===== src/rtl/jk_bank_arbiter_if.sv =====
// jk_bank_if: requester/bank bundle for jk_bank_arbiter.
//   master modport: the requester side (drives valid/idx/jk, observes grants,
//                   done pulses, bank contents and busy).
//   slave modport : the bank/arbiter side.
// Signals:
//   a_valid/a_idx/a_jk -> a_ready/a_done   requester A command channel
//   b_valid/b_idx/b_jk -> b_ready/b_done   requester B command channel
//   q          bank contents, one bit per JK cell
//   busy       a captured command is pending
//   state_dbg  raw FSM state (0 = IDLE, 1 = APPLY)
// Handshake: a command transfers on a cycle where valid && ready are both
// high at the rising clock edge. A requester holds valid, idx and jk stable
// until it sees ready; ready never depends on a requester's own idx/jk.
interface jk_bank_if #(
    parameter int N_CELLS = 8,
    parameter int IDX_W   = 3
);
    logic               a_valid;
    logic [IDX_W-1:0]   a_idx;
    logic [1:0]         a_jk;
    logic               a_ready;
    logic               a_done;
    logic               b_valid;
    logic [IDX_W-1:0]   b_idx;
    logic [1:0]         b_jk;
    logic               b_ready;
    logic               b_done;
    logic [N_CELLS-1:0] q;
    logic               busy;
    logic               state_dbg;

    modport master (
        output a_valid, a_idx, a_jk, b_valid, b_idx, b_jk,
        input  a_ready, a_done, b_ready, b_done, q, busy, state_dbg
    );

    modport slave (
        input  a_valid, a_idx, a_jk, b_valid, b_idx, b_jk,
        output a_ready, a_done, b_ready, b_done, q, busy, state_dbg
    );
endinterface


===== src/rtl/jk_bank_arbiter.sv =====
// jk_bank_arbiter: bank of N_CELLS JK storage cells shared by two requesters
// (A and B) through a two-state round-robin arbiter.
// Ports:
//   clk  rising-edge clock
//   rst  asynchronous active-low reset
//   clr  synchronous clear of the whole bank (wins over everything else)
//   bus  jk_bank_if slave modport: per-requester valid/idx/jk/ready/done,
//        bank contents q, busy and state_dbg
// Timing: accept in cycle N (IDLE), apply at the end of N+1 (APPLY), result
// and the matching done pulse visible in N+2, which is IDLE again and may
// accept the next command.
module jk_bank_arbiter #(
    parameter int N_CELLS = 8,
    parameter int IDX_W   = 3
) (
    input  logic     clk,
    input  logic     rst,
    input  logic     clr,
    jk_bank_if.slave bus
);
    typedef enum logic {IDLE = 1'b0, APPLY = 1'b1} state_t;

    state_t             state_q, state_d;
    logic [IDX_W-1:0]   idx_q, idx_d;
    logic [1:0]         jk_q, jk_d;
    logic               req_b_q, req_b_d;       // latched requester: 1 = B
    logic               favour_a_q, favour_a_d; // tie winner: 1 = A
    logic [N_CELLS-1:0] q_q, q_d;
    logic               a_done_q, a_done_d;
    logic               b_done_q, b_done_d;
    logic               grant_a, grant_b;

    // Grants are only offered in IDLE, out of reset and without a clear.
    always_comb begin
        grant_a = 1'b0;
        grant_b = 1'b0;
        if (rst && !clr && (state_q == IDLE)) begin
            if (bus.a_valid && bus.b_valid) begin
                grant_a = favour_a_q;
                grant_b = !favour_a_q;
            end else begin
                grant_a = bus.a_valid;
                grant_b = bus.b_valid;
            end
        end
    end

    always_comb begin
        state_d    = state_q;
        idx_d      = idx_q;
        jk_d       = jk_q;
        req_b_d    = req_b_q;
        favour_a_d = favour_a_q;
        q_d        = q_q;
        a_done_d   = 1'b0;
        b_done_d   = 1'b0;
        if (clr) begin
            // Pending command is discarded; the tie pointer is kept.
            state_d = IDLE;
            q_d     = '0;
        end else if (state_q == IDLE) begin
            if (grant_a || grant_b) begin
                state_d    = APPLY;
                idx_d      = grant_b ? bus.b_idx : bus.a_idx;
                jk_d       = grant_b ? bus.b_jk  : bus.a_jk;
                req_b_d    = grant_b;
                favour_a_d = grant_b; // the requester just served loses the next tie
            end
        end else begin
            for (int i = 0; i < N_CELLS; i++) begin
                if (idx_q == IDX_W'(i)) begin
                    case (jk_q)
                        2'b01:   q_d[i] = 1'b0;
                        2'b10:   q_d[i] = 1'b1;
                        2'b11:   q_d[i] = ~q_q[i];
                        default: q_d[i] = q_q[i];
                    endcase
                end
            end
            a_done_d = !req_b_q;
            b_done_d = req_b_q;
            state_d  = IDLE;
        end
    end

    always_ff @(posedge clk or negedge rst) begin
        if (!rst) begin
            state_q    <= IDLE;
            idx_q      <= '0;
            jk_q       <= 2'b00;
            req_b_q    <= 1'b0;
            favour_a_q <= 1'b1;
            q_q        <= '0;
            a_done_q   <= 1'b0;
            b_done_q   <= 1'b0;
        end else begin
            state_q    <= state_d;
            idx_q      <= idx_d;
            jk_q       <= jk_d;
            req_b_q    <= req_b_d;
            favour_a_q <= favour_a_d;
            q_q        <= q_d;
            a_done_q   <= a_done_d;
            b_done_q   <= b_done_d;
        end
    end

    assign bus.a_ready   = grant_a;
    assign bus.b_ready   = grant_b;
    assign bus.a_done    = a_done_q;
    assign bus.b_done    = b_done_q;
    assign bus.q         = q_q;
    assign bus.busy      = (state_q == APPLY);
    assign bus.state_dbg = state_q;
endmodule


===== src/flat_wrapper.sv =====
// flat-port wrapper written by rule: the top's interface ports become plain ports
module jk_bank_arbiter_flat 
#(
    parameter int N_CELLS = 8,
    parameter int IDX_W   = 3
)
  (clk, rst, clr, bus_a_valid, bus_a_idx, bus_a_jk, bus_b_valid, bus_b_idx, bus_b_jk, bus_a_ready, bus_a_done, bus_b_ready, bus_b_done, bus_q, bus_busy, bus_state_dbg);
  jk_bank_if #(.N_CELLS(N_CELLS), .IDX_W(IDX_W)) bus_i ();
  input  logic clk;
  input  logic rst;
  input  logic clr;
  input wire logic [$bits(bus_i.a_valid)-1:0] bus_a_valid;
  input wire logic [$bits(bus_i.a_idx)-1:0] bus_a_idx;
  input wire logic [$bits(bus_i.a_jk)-1:0] bus_a_jk;
  input wire logic [$bits(bus_i.b_valid)-1:0] bus_b_valid;
  input wire logic [$bits(bus_i.b_idx)-1:0] bus_b_idx;
  input wire logic [$bits(bus_i.b_jk)-1:0] bus_b_jk;
  output wire logic [$bits(bus_i.a_ready)-1:0] bus_a_ready;
  output wire logic [$bits(bus_i.a_done)-1:0] bus_a_done;
  output wire logic [$bits(bus_i.b_ready)-1:0] bus_b_ready;
  output wire logic [$bits(bus_i.b_done)-1:0] bus_b_done;
  output wire logic [$bits(bus_i.q)-1:0] bus_q;
  output wire logic [$bits(bus_i.busy)-1:0] bus_busy;
  output wire logic [$bits(bus_i.state_dbg)-1:0] bus_state_dbg;
  assign bus_i.a_valid = bus_a_valid;
  assign bus_i.a_idx = bus_a_idx;
  assign bus_i.a_jk = bus_a_jk;
  assign bus_i.b_valid = bus_b_valid;
  assign bus_i.b_idx = bus_b_idx;
  assign bus_i.b_jk = bus_b_jk;
  assign bus_a_ready = bus_i.a_ready;
  assign bus_a_done = bus_i.a_done;
  assign bus_b_ready = bus_i.b_ready;
  assign bus_b_done = bus_i.b_done;
  assign bus_q = bus_i.q;
  assign bus_busy = bus_i.busy;
  assign bus_state_dbg = bus_i.state_dbg;
  jk_bank_arbiter #(.N_CELLS(N_CELLS), .IDX_W(IDX_W)) u_core (.clk(clk), .rst(rst), .clr(clr), .bus(bus_i));
endmodule

===== config.mk =====
export PLATFORM = sky130hd
export DESIGN_NAME = jk_bank_arbiter_flat
export DESIGN_NICKNAME = d
export VERILOG_FILES = /design/src/rtl/jk_bank_arbiter_if.sv /design/src/rtl/jk_bank_arbiter.sv /design/src/flat_wrapper.sv
export SDC_FILE = /design/constraint.sdc
export NUM_CORES = 1
export LEC_CHECK = 0
export BUFFER_PORTS_ARGS = -buffer_cell sky130_fd_sc_hd__buf_2
export CORE_UTILIZATION = 49
export DETAILED_ROUTE_END_ITERATION = 12
export GPL_TIMING_DRIVEN = 0
export PLACE_DENSITY = 0.73
export SYNTH_ARGS = -nofsm -noshare
export SYNTH_HDL_FRONTEND = slang
export SYNTH_SLANG_ARGS = --single-unit

===== constraint.sdc =====
create_clock -name clk -period 1.8 [get_ports clk]
set_clock_uncertainty 0.05 [all_clocks]
set_input_delay 0.09 -clock clk [delete_from_list [all_inputs] [get_ports clk]]
set_output_delay 0.09 -clock clk [all_outputs]
set_load 0.01 [all_outputs]

**Yosys cells after proc, flatten, opt, wreduce, memory -nomap -nowiden**

Index checks and enable logic that the tools add are counted.

- $add $sub $neg: 0
- Multipliers: 0
- Div/mod/pow operators: 0
- Order comparisons: 0
- Equal/unequal tests: 10
- Shift operators: 0
- Mux-type cells: 31
- Bitwise gates (word level): 10
- Reductions and logical operators: 27

Operators with widths:

| operator | count |
|---|---|
| 3-bit AND reduction | 9 |
| 1-bit case mux with 3 select lines | 8 |
| 1-bit two-way mux | 19 |
| 2-bit nonzero test | 9 |
| 8-bit two-way mux | 2 |
| 3-bit equality test, second input constant | 4 |
| 1-bit NOT | 10 |
| 3-bit by 2-bit equality test with 1-bit output, second input constant | 2 |
| 2-bit equality test, second input constant | 2 |
| 4-bit nonzero test | 1 |
| 3-bit by 1-bit equality test with 1-bit output, second input constant | 1 |
| 1-bit logical AND | 3 |
| 1-bit logical NOT | 3 |
| 3-bit logical NOT | 1 |
| 3-bit two-way mux | 1 |
| 2-bit by 1-bit equality test with 1-bit output, second input constant | 1 |
| 2-bit two-way mux | 1 |
| 1-bit logical OR | 1 |

- Register bits: 18
- Latch bits: 0
- Memory bits (writable): 0
- Bits in read-only memories: 0
- Bits of input ports: 15
- Output and inout port bits: 14
- Logic and storage cells: 93
- Memories kept: 0

**Longest topological paths before layout**

Gate-level depths: netlist of the first run.

- Depth in word-level cells: 8
- Gate-level depth with buffers: 5
- Gate-level depth less buffers: 4

**Worst setup path before layout of the first run**

No wires, ideal clock.

- Path kind: flip-flop to flip-flop
- Start: reg u_core.state_q (netlist: u_core.bus.busy)
- End: reg u_core.idx_q[0]
- Library setup time: 130 ps
- Data arrival time: 1170 ps
- Required time: 1620 ps
- Setup slack: 450 ps
- Stages on the path, launching flop included: 5
- Path buffers: 1
- Clock period less this slack: 1350 ps
- Cells stage by stage: dfrtp_1 or3b_1 buf_2 o21ai_1 a31oi_1

- Cells in the longest elaborated chain, start to end: 5
- Elaborated cells on any way between the ends: 7

Ends and longest elaborated chain:

| element | RTL line | RTL |
|---|---|---|
| start: declaration | jk_bank_arbiter.sv:23 | `state_t state_q, state_d;` |
| start signal: assignment | jk_bank_arbiter.sv:97 | `state_q <= state_d;` |
| 1-bit NOT (*) | jk_bank_arbiter.sv:37 | `if (rst && !clr && (state_q == IDLE)) begin` |
| 1-bit logical AND | jk_bank_arbiter.sv:37 |  |
| 1-bit two-way mux | jk_bank_arbiter.sv:37 |  |
| 1-bit logical OR | jk_bank_arbiter.sv:62 | `if (grant_a \|\| grant_b) begin` |
| 3-bit AND reduction (no source line) | -- |  |
| end signal: assignment | jk_bank_arbiter.sv:98 | `idx_q <= idx_d;` |
| end: declaration | jk_bank_arbiter.sv:24 | `logic [IDX_W-1:0] idx_q, idx_d;` |

Mark *: on every way between the ends. The rest lies on a longest branch, timed or not.
A chain may end at the register's enable or synchronous reset.

**Final worst setup path of the first run**

- Start: in clr
- End: out bus_b_ready

- Cells in the longest elaborated chain, start to end: 4

Ends and longest elaborated chain:

| element | RTL line | RTL |
|---|---|---|
| start: declaration | flat_wrapper.sv:11 | `input logic clr;` |
| 1-bit logical NOT | jk_bank_arbiter.sv:37 |  |
| 1-bit logical AND (2 in a row) | jk_bank_arbiter.sv:37 |  |
| 1-bit two-way mux | jk_bank_arbiter.sv:37 |  |
| end: declaration | flat_wrapper.sv:20 | `output wire logic [$bits(bus_i.b_ready)-1:0] bus_b_ready;` |

Every way passes these cells.

==> results of run 1 <==
[final timing paths]
kind | cells past startpoint | slack (ns) | to
min in group asynchronous | 2 | 0.39 | u_core.bus.q[3]$_DFFE_PN0P_
hold reg to reg | 1 | 0.42 | u_core.bus.a_done$_DFF_PN0_
max in group asynchronous | 2 | 0.74 | u_core.bus.busy$_DFF_PN0_
hold / removal | 3 | 0.01 | u_core.idx_q[2]$_DFFE_PN0P_
setup reg to reg | 4 | 0.34 | u_core.bus.q[4]$_DFFE_PN0P_
setup / recovery | 6 | 0.1 | bus_b_ready
[cell type report]
class / count / area, sq um / share of cell area
repair buffers: 35 / 210 / 0.174
flip-flops and latches: 18 / 453 / 0.374
plain buffers: 8 / 42.5 / 0.0351
inverters: 3 / 11.3 / 0.00930
clock buffers: 4 / 26.3 / 0.0217
well taps: 25 / 31.3 / 0.0258
multi-input cells: 71 / 437 / 0.361
[cell families (layout without fill, tap and decap cells)]
family                 after synthesis  after routing  synth area share
and+or+nand+nor                     34             34             0.188
AOI/OAI and AO/OA                   36             36             0.266
DFF                                 18             18             0.481
buffers and inverters               11             50            0.0546
muxes                                1              1            0.0107
[registers in the layout, indices dropped and copies added (netlist names)]
name               count
u_core.bus.q           8
u_core.idx_q           3
u_core.jk_q            2
u_core.bus.a_done      1
u_core.bus.b_done      1
u_core.bus.busy        1
u_core.favour_a_q      1
u_core.req_b_q         1
[Yosys cell counts]
| master | number |
|---|---|
| clkbuf_1 | 2 |
| a21oi_1 | 5 |
| o211ai_1 | 4 |
| or2_0 | 1 |
| clkinv_1 | 1 |
| nor2_1 | 1 |
| o41ai_1 | 4 |
| mux2i_1 | 1 |
| dfstp_2 | 1 |
| and3_1 | 1 |
| buf_2 | 5 |
| dfrtp_1 | 17 |
| o21ai_0 | 1 |
| buf_4 | 1 |
| o311ai_0 | 1 |
| nor4_1 | 1 |
| nand2_1 | 11 |
| o21ai_1 | 5 |
| a21o_1 | 2 |
| a31oi_1 | 5 |
| a21bo_2 | 1 |
| o311ai_1 | 3 |
| o21ai_2 | 1 |
| or3b_1 | 1 |
| nand3_1 | 13 |
| a21boi_0 | 1 |
| nor3b_1 | 2 |
| inv_1 | 2 |
| o31ai_1 | 3 |
| nor2_4 | 1 |
| nand2b_1 | 2 |
[cells in the final DEF, fill, tap and decap left out, drive strengths merged]
cell type / n
buf: 34
a21bo: 1
a31oi: 5
a21oi: 5
o31ai: 3
inv: 2
a21boi: 1
or3b: 1
nand3: 13
o211ai: 4
nor4: 1
nand2: 11
nor2: 2
clkbuf: 6
a21o: 2
nor3b: 2
dlygate4sd3: 7
mux2i: 1
or2: 1
and3: 1
o41ai: 4
clkinv: 1
dfrtp: 17
nand2b: 2
o21ai: 7
o311ai: 4
dfstp: 1
[timing repair]
item | 4_1_cts | 5_1_grt
setup endpoints to repair | 0 | 1
gates resized for setup | 0 | 3
hold endpoints to repair | 24 | 0
hold buffers | 7 | 0
setup buffers | 0 | 0
[through the flow]
stage | hold WS (ns) | util | worst slack (ns) | std cells | total power (uW)
2_1_floorplan | -0.256 | - | 0.450 | 100 | 623
3_3_place_gp | -0.00596 | 0.630 | 0.329 | 153 | 691
3_5_place_dp | -0.000730 | 0.630 | 0.312 | 153 | 699
4_1_cts | 0.00357 | 0.684 | 0.0721 | 164 | 925
5_1_grt | 0.0183 | 0.687 | 0.00236 | 164 | 973
6_report | 0.0108 | 0.687 | 0.0969 | 164 | 925
[power breakdown]
| group | internal [uW] | switching, uW |
|---|---|---|
| Combinational | 87.4 | 140 |
| Sequential | 445 | 35.1 |
| Clock | 86.3 | 131 |
| Total | 618 | 307 |
[routing by layer]
metal  up-vias  GRT usage  routed length (um)  share of wire
li1        457          -                   -              -
met3         2     0.0357                 137          0.060
met1       439      0.320                 961           0.42
met2        35      0.437                1160           0.51
met4         0      0.124                  12         0.0053
met5         -          0                   0              0
[worst min-delay path: stages]
cell and delay, ns:
buf_2 0.10, o21ai_1 0.06, a31oi_1 0.08
==> impl_metrics.ini, run 1 <==
[status]
status = finished clean

[logic_synthesis]
syn_inst = 100
yosys.area.top_type_share = 0.453
ys_types = 31
ys_warn_count = 0
synth_fp_nets = 115
syn_area_sq_um = 940
synth_area_leader_cell = dfrtp_1
synth_area_leaders = dfrtp_1 (45%), nand3_1 (6.9%), nand2_1 (4.4%)
avgSynthCellArea_sq_um = 9.40
synth_seq_cells = 18
ys_seq_area_frac = 0.481

[grt]
antenna_found_initial = 0
grt_max_degree = 19
grt-ovfl-total = 0
grt_pass1_vias = 874
grtUsageTotal = 0.257
grt_pass1_wl_um = 3740

[detailed_routing]
route.final.wire_length_um = 2270
drtIter0Drc = 16
first_pass_iters = 4
drtAntennaViolNets = 0
vias = 933
wl_per_cell_um = 13.8
post_drt_via_cell_ratio = 5.69
drc = 0

[setup_path]
crit_start = clr
setup.worst_path.end_class = output port
cp_max_fo = 7
cp_data_arrival_time_ns = 1.56
crit_family = buffers and inverters
max_stage_delay_ns = 0.53
slowest_stage = dlygate4sd3_1
reg2reg_from = u_core.jk_q[1]$_DFFE_PN0P_
crit_required_ns = 1.66
crit_type = in -> out
critPathLaunchType = input port
cpMostUsedCell = buf_2
crit_chain = dlygate4sd3_1 > buf_2 > or3b_1 > buf_4 > nor2_4 > buf_2
crit_buf_inv = 4

[pwr]
p_per_area_nw_per_um2 = 764
ir_worst_vdd_mv = 0.524
leakagePower_uw = 0.000564

[clocking]
cts_root_buf = clkbuf_4
cts_max_level = 1
clk_path_buf_depth = 2
clkLatencyLatePin_ns = 0.30
cts_sinks = 18
cts_tree = yes
clk_pin_slew_worst_paths_ns = 0.11
cts_buffers = 3

[sta]
setup_viol = 0
setup_tns_ns = 0
min_period_ns = 1.70
worst_pin_slew_ns = 0.818
rsz0062_at_grt = no
slew_headroom = 0.453
drv_slew = 0
period_share = 0.946
hold_violations = 0
fmax_mhz = 587

[floorplanning]
die_h_um = 45.8
start_util = 0.533
die_w_um = 45.8
rows = 15
coreArea_sq_um = 1760
io_pins = 29
die_area_sq_um = 2100

[finish]
diodes = 0
fin_nets = 155
fillCellCount = 152
syn2layout_area_growth_pct = 28.9
fin_area_sq_um = 1210
drive_gt1_frac = 0.302

[placement]
postPlaceCellArea_sq_um = 1110
port_buffers = 28
hpwl_um = 1500
gp_congestion = 0.795

[run]
cap_violations = 0

[hold_path]
hp-class = in -> reg
hp-start = bus_a_idx[2]
Power figures use the tool's default switching activity.
==> inputs of run 2 (changes only) <==
--- a/config.mk
+++ b/config.mk
@@ -10,6 +10,7 @@
 export DETAILED_ROUTE_END_ITERATION = 12
 export GPL_TIMING_DRIVEN = 0
 export PLACE_DENSITY = 0.73
+export RECOVER_POWER = 100
 export SYNTH_ARGS = -nofsm -noshare
 export SYNTH_HDL_FRONTEND = slang
 export SYNTH_SLANG_ARGS = --single-unit
==> impl_metrics.ini, run 2 (synthesis results as in run 1) <==
[finish]
final_common_cell = buf_2
drive_gt1_frac = 0.216
mostFrequentLayoutCells = buf_2 (19), dfrtp_1 (16), clkbuf_1 (15)
fin_nets = 155
diodes = 0
syn2layout_area_growth_pct = 27.3
largest_reg_flops = 8

[floorplanning]
die_h_um = 45.8
io_pins = 29
die_w_um = 45.8
coreArea_sq_um = 1760
start_util = 0.533
rows = 15
die_area_sq_um = 2100

[clocking]
cts_max_level = 1
clk_pin_slew_worst_paths_ns = 0.11
cts_setup_buffers = 0
cts_root_buf = clkbuf_4
cts_sinks = 18
cts_buffers = 3
cts_tree = yes
clkLatencyLatePin_ns = 0.30
clk_path_buf_depth = 2

[grt]
grt_pass1_vias = 874
met1_usage = 0.320
grtUsageTotal = 0.257
grtUsageMet2 = 0.437
groute.layer.met3.usage = 0.0357
grt_max_degree = 19
grt-busiest-layer = met2
grt_pass1_wl_um = 3740
grt-ovfl-total = 0
antenna_found_initial = 0

[setup_path]
critPathLaunchType = input port
max_stage_delay_ns = 0.53
cp_max_fo = 7
crit_type = in -> out
setup.worst_path.end_class = output port
cp_data_arrival_time_ns = 1.56
crit_chain = dlygate4sd3_1 > buf_2 > or3b_1 > buf_4 > nor2_4 > buf_2
ff2ff_setup_slack_ns = 0.27
crit_required_ns = 1.66
slowest_stage = dlygate4sd3_1
cpMostUsedCell = buf_2

[pwr]
ir_worst_vdd_mv = 0.522
p_total_uw = 920
p_per_area_nw_per_um2 = 769
leakagePower_uw = 0.000513

[detailed_routing]
drc = 0
vias = 907
first_pass_iters = 4
post_drt_via_cell_ratio = 5.53
drtAntennaViolNets = 0
drtIter0Drc = 4
wl_per_cell_um = 13.8
route.final.wire_length_um = 2260

[sta]
worst_pin_slew_ns = 0.817
drv_slew = 0
rsz0062_at_grt = no
hold_violations = 0
period_share = 0.946
fmax_mhz = 587
setup_tns_ns = 0
setup_viol = 0
min_period_ns = 1.70
layout_setup_ws_ns = 0.0964
slew_headroom = 0.454

[placement]
hpwl_um = 1500
gp_congestion = 0.795
port_buffers = 28
place_ws_ns = 0.312

[hold_path]
hp-class = in -> reg

[run]
cap_violations = 0

[status]
status = finished clean
[run 2: changes by cell type in the layout (fill, tap and decap cells not counted)]
cell      delta
o311ai_1     -3
buf_4        -1
clkbuf_4     +1
clkbuf_2     +1
clkbuf_1    +12
buf_2       -13
o311ai_0     +3
[run 2: layout make-up]
type                       count  area [sq um]
clock buffer                   4          26.3
multi-input combinational     71           437
sequential                    18           453
inverter                       3          11.3
tap                           25          31.3
buffer                         8          41.3
timing repair buffer          35           196
fill                         157           568
[run 2: report_power, final]
group          total (uW)  switching, uW  internal [uW]
Sequential            479           34.2            445
Clock                 219            132           86.4
Combinational         223            138           85.0
[run 2: metrics by stage]
step / util / std cells / hold slack [ns] / instance area, sq um
floorplan: - / 100 / -0.256 / 940
global placement: 0.630 / 153 / -0.00596 / 1110
detailed placement: 0.630 / 153 / -0.000730 / 1110
CTS: 0.684 / 164 / 0.00357 / 1210
global route: 0.678 / 164 / 0.0187 / 1200
finish: 0.678 / 164 / 0.0105 / 1200
[run 2: routing by layer]
metal  vias up  part of all wire
li1        453                 -
met2        28              0.50
met3         4             0.042
met5         -                 0
met1       422              0.45
met4         0             0.012
[run 2: worst max-delay path: cells and delay by family]
kind / cells / cell delay, ns
buffers and inverters: 4 / 0.97
and+or+nand+nor: 2 / 0.49
[run 2: final timing paths]
kind	depth (start not counted)	start	end
hold / removal	3	bus_a_idx[2]	u_core.idx_q[2]$_DFFE_PN0P_
setup / recovery	6	clr	bus_b_ready
max in group asynchronous	2	rst	u_core.bus.busy$_DFF_PN0_
setup reg to reg	4	u_core.bus.busy$_DFF_PN0_	u_core.idx_q[0]$_DFFE_PN0P_
min in group asynchronous	2	rst	u_core.bus.q[3]$_DFFE_PN0P_
hold reg to reg	1	u_core.req_b_q$_DFFE_PN0P_	u_core.bus.a_done$_DFF_PN0_
[run 2: repair_timing]
| item | CTS | global route |
|---|---|---|
| setup endpoints to repair | 0 | 1 |
| hold buffers | 7 | 0 |
| gates resized for setup | 0 | 3 |
| hold endpoints to repair | 24 | 0 |
==> inputs of run 3 (changes only) <==
--- a/config.mk
+++ b/config.mk
@@ -6,10 +6,11 @@
 export NUM_CORES = 1
 export LEC_CHECK = 0
 export BUFFER_PORTS_ARGS = -buffer_cell sky130_fd_sc_hd__buf_2
-export CORE_UTILIZATION = 49
+export CORE_UTILIZATION = 53
+export CTS_CLUSTER_DIAMETER = 30
 export DETAILED_ROUTE_END_ITERATION = 12
 export GPL_TIMING_DRIVEN = 0
-export PLACE_DENSITY = 0.73
+export PLACE_DENSITY = 0.78
 export RECOVER_POWER = 100
 export SYNTH_ARGS = -nofsm -noshare
 export SYNTH_HDL_FRONTEND = slang
==> constraint.sdc (replaced) <==
create_clock -name clk -period 2.15 [get_ports clk]
set_clock_uncertainty 0.05 [all_clocks]
set_input_delay 0.1075 -clock clk [delete_from_list [all_inputs] [get_ports clk]]
set_output_delay 0.1075 -clock clk [all_outputs]
set_load 0.01 [all_outputs]
==> impl_metrics.ini, run 3 (synthesis results as in run 1) <==
[status]
status = finished clean

[setup_path]
reg2reg_to = u_core.idx_q[2]$_DFFE_PN0P_
critPathLaunchType = input port
setup.worst_path.end_class = output port
slowest_stage = dlygate4sd3_1
cpMostUsedCell = buf_2
reg2regPathDepth = 4
crit_end = bus_b_ready
ff2ff_setup_slack_ns = 0.59
cp_max_fo = 20
crit_type = in -> out
crit_required_ns = 1.99
reg2reg_from = u_core.bus.busy$_DFF_PN0_
max_stage_delay_ns = 0.52
crit_start = rst
crit_chain = dlygate4sd3_1 > buf_2 > or3b_1 > buf_2 > nor2_4 > clkbuf_2
cp_data_arrival_time_ns = 1.83

[sta]
rsz0062_at_grt = no
fmax_mhz = 504
drv_slew = 0
min_period_ns = 1.98
slew_headroom = 0.584
worst_pin_slew_ns = 0.622
setup_tns_ns = 0
hold_violations = 0
setup_viol = 0
period_share = 0.923

[pwr]
clkPwrFrac = 0.223
leakagePower_uw = 0.000484
p_seq_frac = 0.540
p_per_area_nw_per_um2 = 661
swShare = 0.319
switching_power_uw = 238
internal-power_uw = 508
p_comb_frac = 0.237
ir_worst_vdd_mv = 0.419

[finish]
drive_gt1_frac = 0.201
largest_reg_flops = 8
syn2layout_area_growth_pct = 20.1
final_common_cell = buf_2
fin_area_sq_um = 1130
mostFrequentLayoutCells = buf_2 (18), clkbuf_1 (17), dfrtp_1 (17)
diodes = 0
fin_nets = 150

[floorplanning]
die_w_um = 44.1
die_area_sq_um = 1950
start_util = 0.596
io_pins = 29
rows = 14
die_h_um = 44.1
coreArea_sq_um = 1580

[clocking]
cts_max_level = 1
clk_path_buf_depth = 2
cts_sinks = 18
cts_root_buf = clkbuf_4
clk_pin_slew_worst_paths_ns = 0.10
cts_resized = 0
cts_buffers = 3
cts_tree = yes
clkLatencyLatePin_ns = 0.28

[detailed_routing]
wl_per_cell_um = 13.8
first_pass_iters = 7
post_drt_via_cell_ratio = 6.03
drtIter0Drc = 19
vias = 904
drc = 0
drtAntennaViolNets = 0
route.final.wire_length_um = 2070

[grt]
grt_pass1_wl_um = 3640
grt_max_degree = 21
grt-ovfl-total = 0
grtUsageTotal = 0.253
antenna_found_initial = 0
grt_pass1_vias = 798

[run]
cap_violations = 0

[hold_path]
hp-class = in -> reg

[placement]
postPlaceCellArea_sq_um = 1100
port_buffers = 28
hpwl_um = 1470
gp_congestion = 0.748
## run 3: cell count changes in the layout (fill, tap and decap cells not counted), sizes merged
cell and delta:
buf -2, dlygate4sd3 -5, clkbuf +2
## run 3: worst min path at each step
| stage | endpoint | slack (ns) | cells past startpoint | startpoint |
|---|---|---|---|---|
| floorplan | u_core.bus.a_done$_DFF_PN0_ | -0.24 | 0 | rst |
| global placement | u_core.bus.q[5]$_DFFE_PN0P_ | 0.005 | 1 | rst |
| detailed placement | u_core.bus.a_done$_DFF_PN0_ | 0.008 | 1 | rst |
| CTS | u_core.jk_q[0]$_DFFE_PN0P_ | 0.02 | 3 | bus_b_jk[0] |
| global route | u_core.jk_q[1]$_DFFE_PN0P_ | 0.04 | 3 | bus_b_jk[1] |
| finish | u_core.jk_q[1]$_DFFE_PN0P_ | 0.04 | 3 | bus_b_jk[1] |
## run 3: final cells by class
class	count	area, sq um
Inverter	3	11.3
Sequential cell	18	452
Fill cell	135	448
Buffer	8	38.8
Multi-Input combinational cell	71	437
Timing Repair Buffer	30	144
Tap cell	16	20.0
Clock buffer	4	26.3
## run 3: critical path: cells and delay by family
kind | cells | cell delay (ns)
buffers and inverters | 4 | 1.20
and+or+nand+nor | 2 | 0.52
## run 3: power by group through the flow
stage          registers [uW]  clock network, uW  logic (uW)
2_1_floorplan             403                  0         118
3_3_place_gp              406                  0         173
3_5_place_dp              408                  0         176
4_1_cts                   402                173         180
5_1_grt                   407                185         201
6_report                  403                167         177
## run 3: layer usage
metal | track usage | routed length (um) | vias to the layer above
met5 | 0 | 0 | -
met2 | 0.397 | 1030 | 37
met4 | 0.115 | 17 | 0
met3 | 0.0449 | 99 | 2
li1 | - | - | 447
met1 | 0.341 | 925 | 418
## run 3: what timing repair did
item / 4_1_cts / 5_1_grt
hold buffers: 2 / 0
setup buffers: 0 / 0
setup endpoints to repair: 0 / 0
hold endpoints to repair: 18 / 0
## run 3: stage by stage
stage	std cells	hold slack [ns]	utilization	total power [uW]	setup slack (ns)
floorplan	100	-0.238	-	521	0.800
global placement	144	0.00504	0.698	578	0.668
detailed placement	144	0.00756	0.698	584	0.667
CTS	150	0.0229	0.727	755	0.141
global route	150	0.0389	0.716	792	0.0161
finish	150	0.0352	0.716	746	0.165
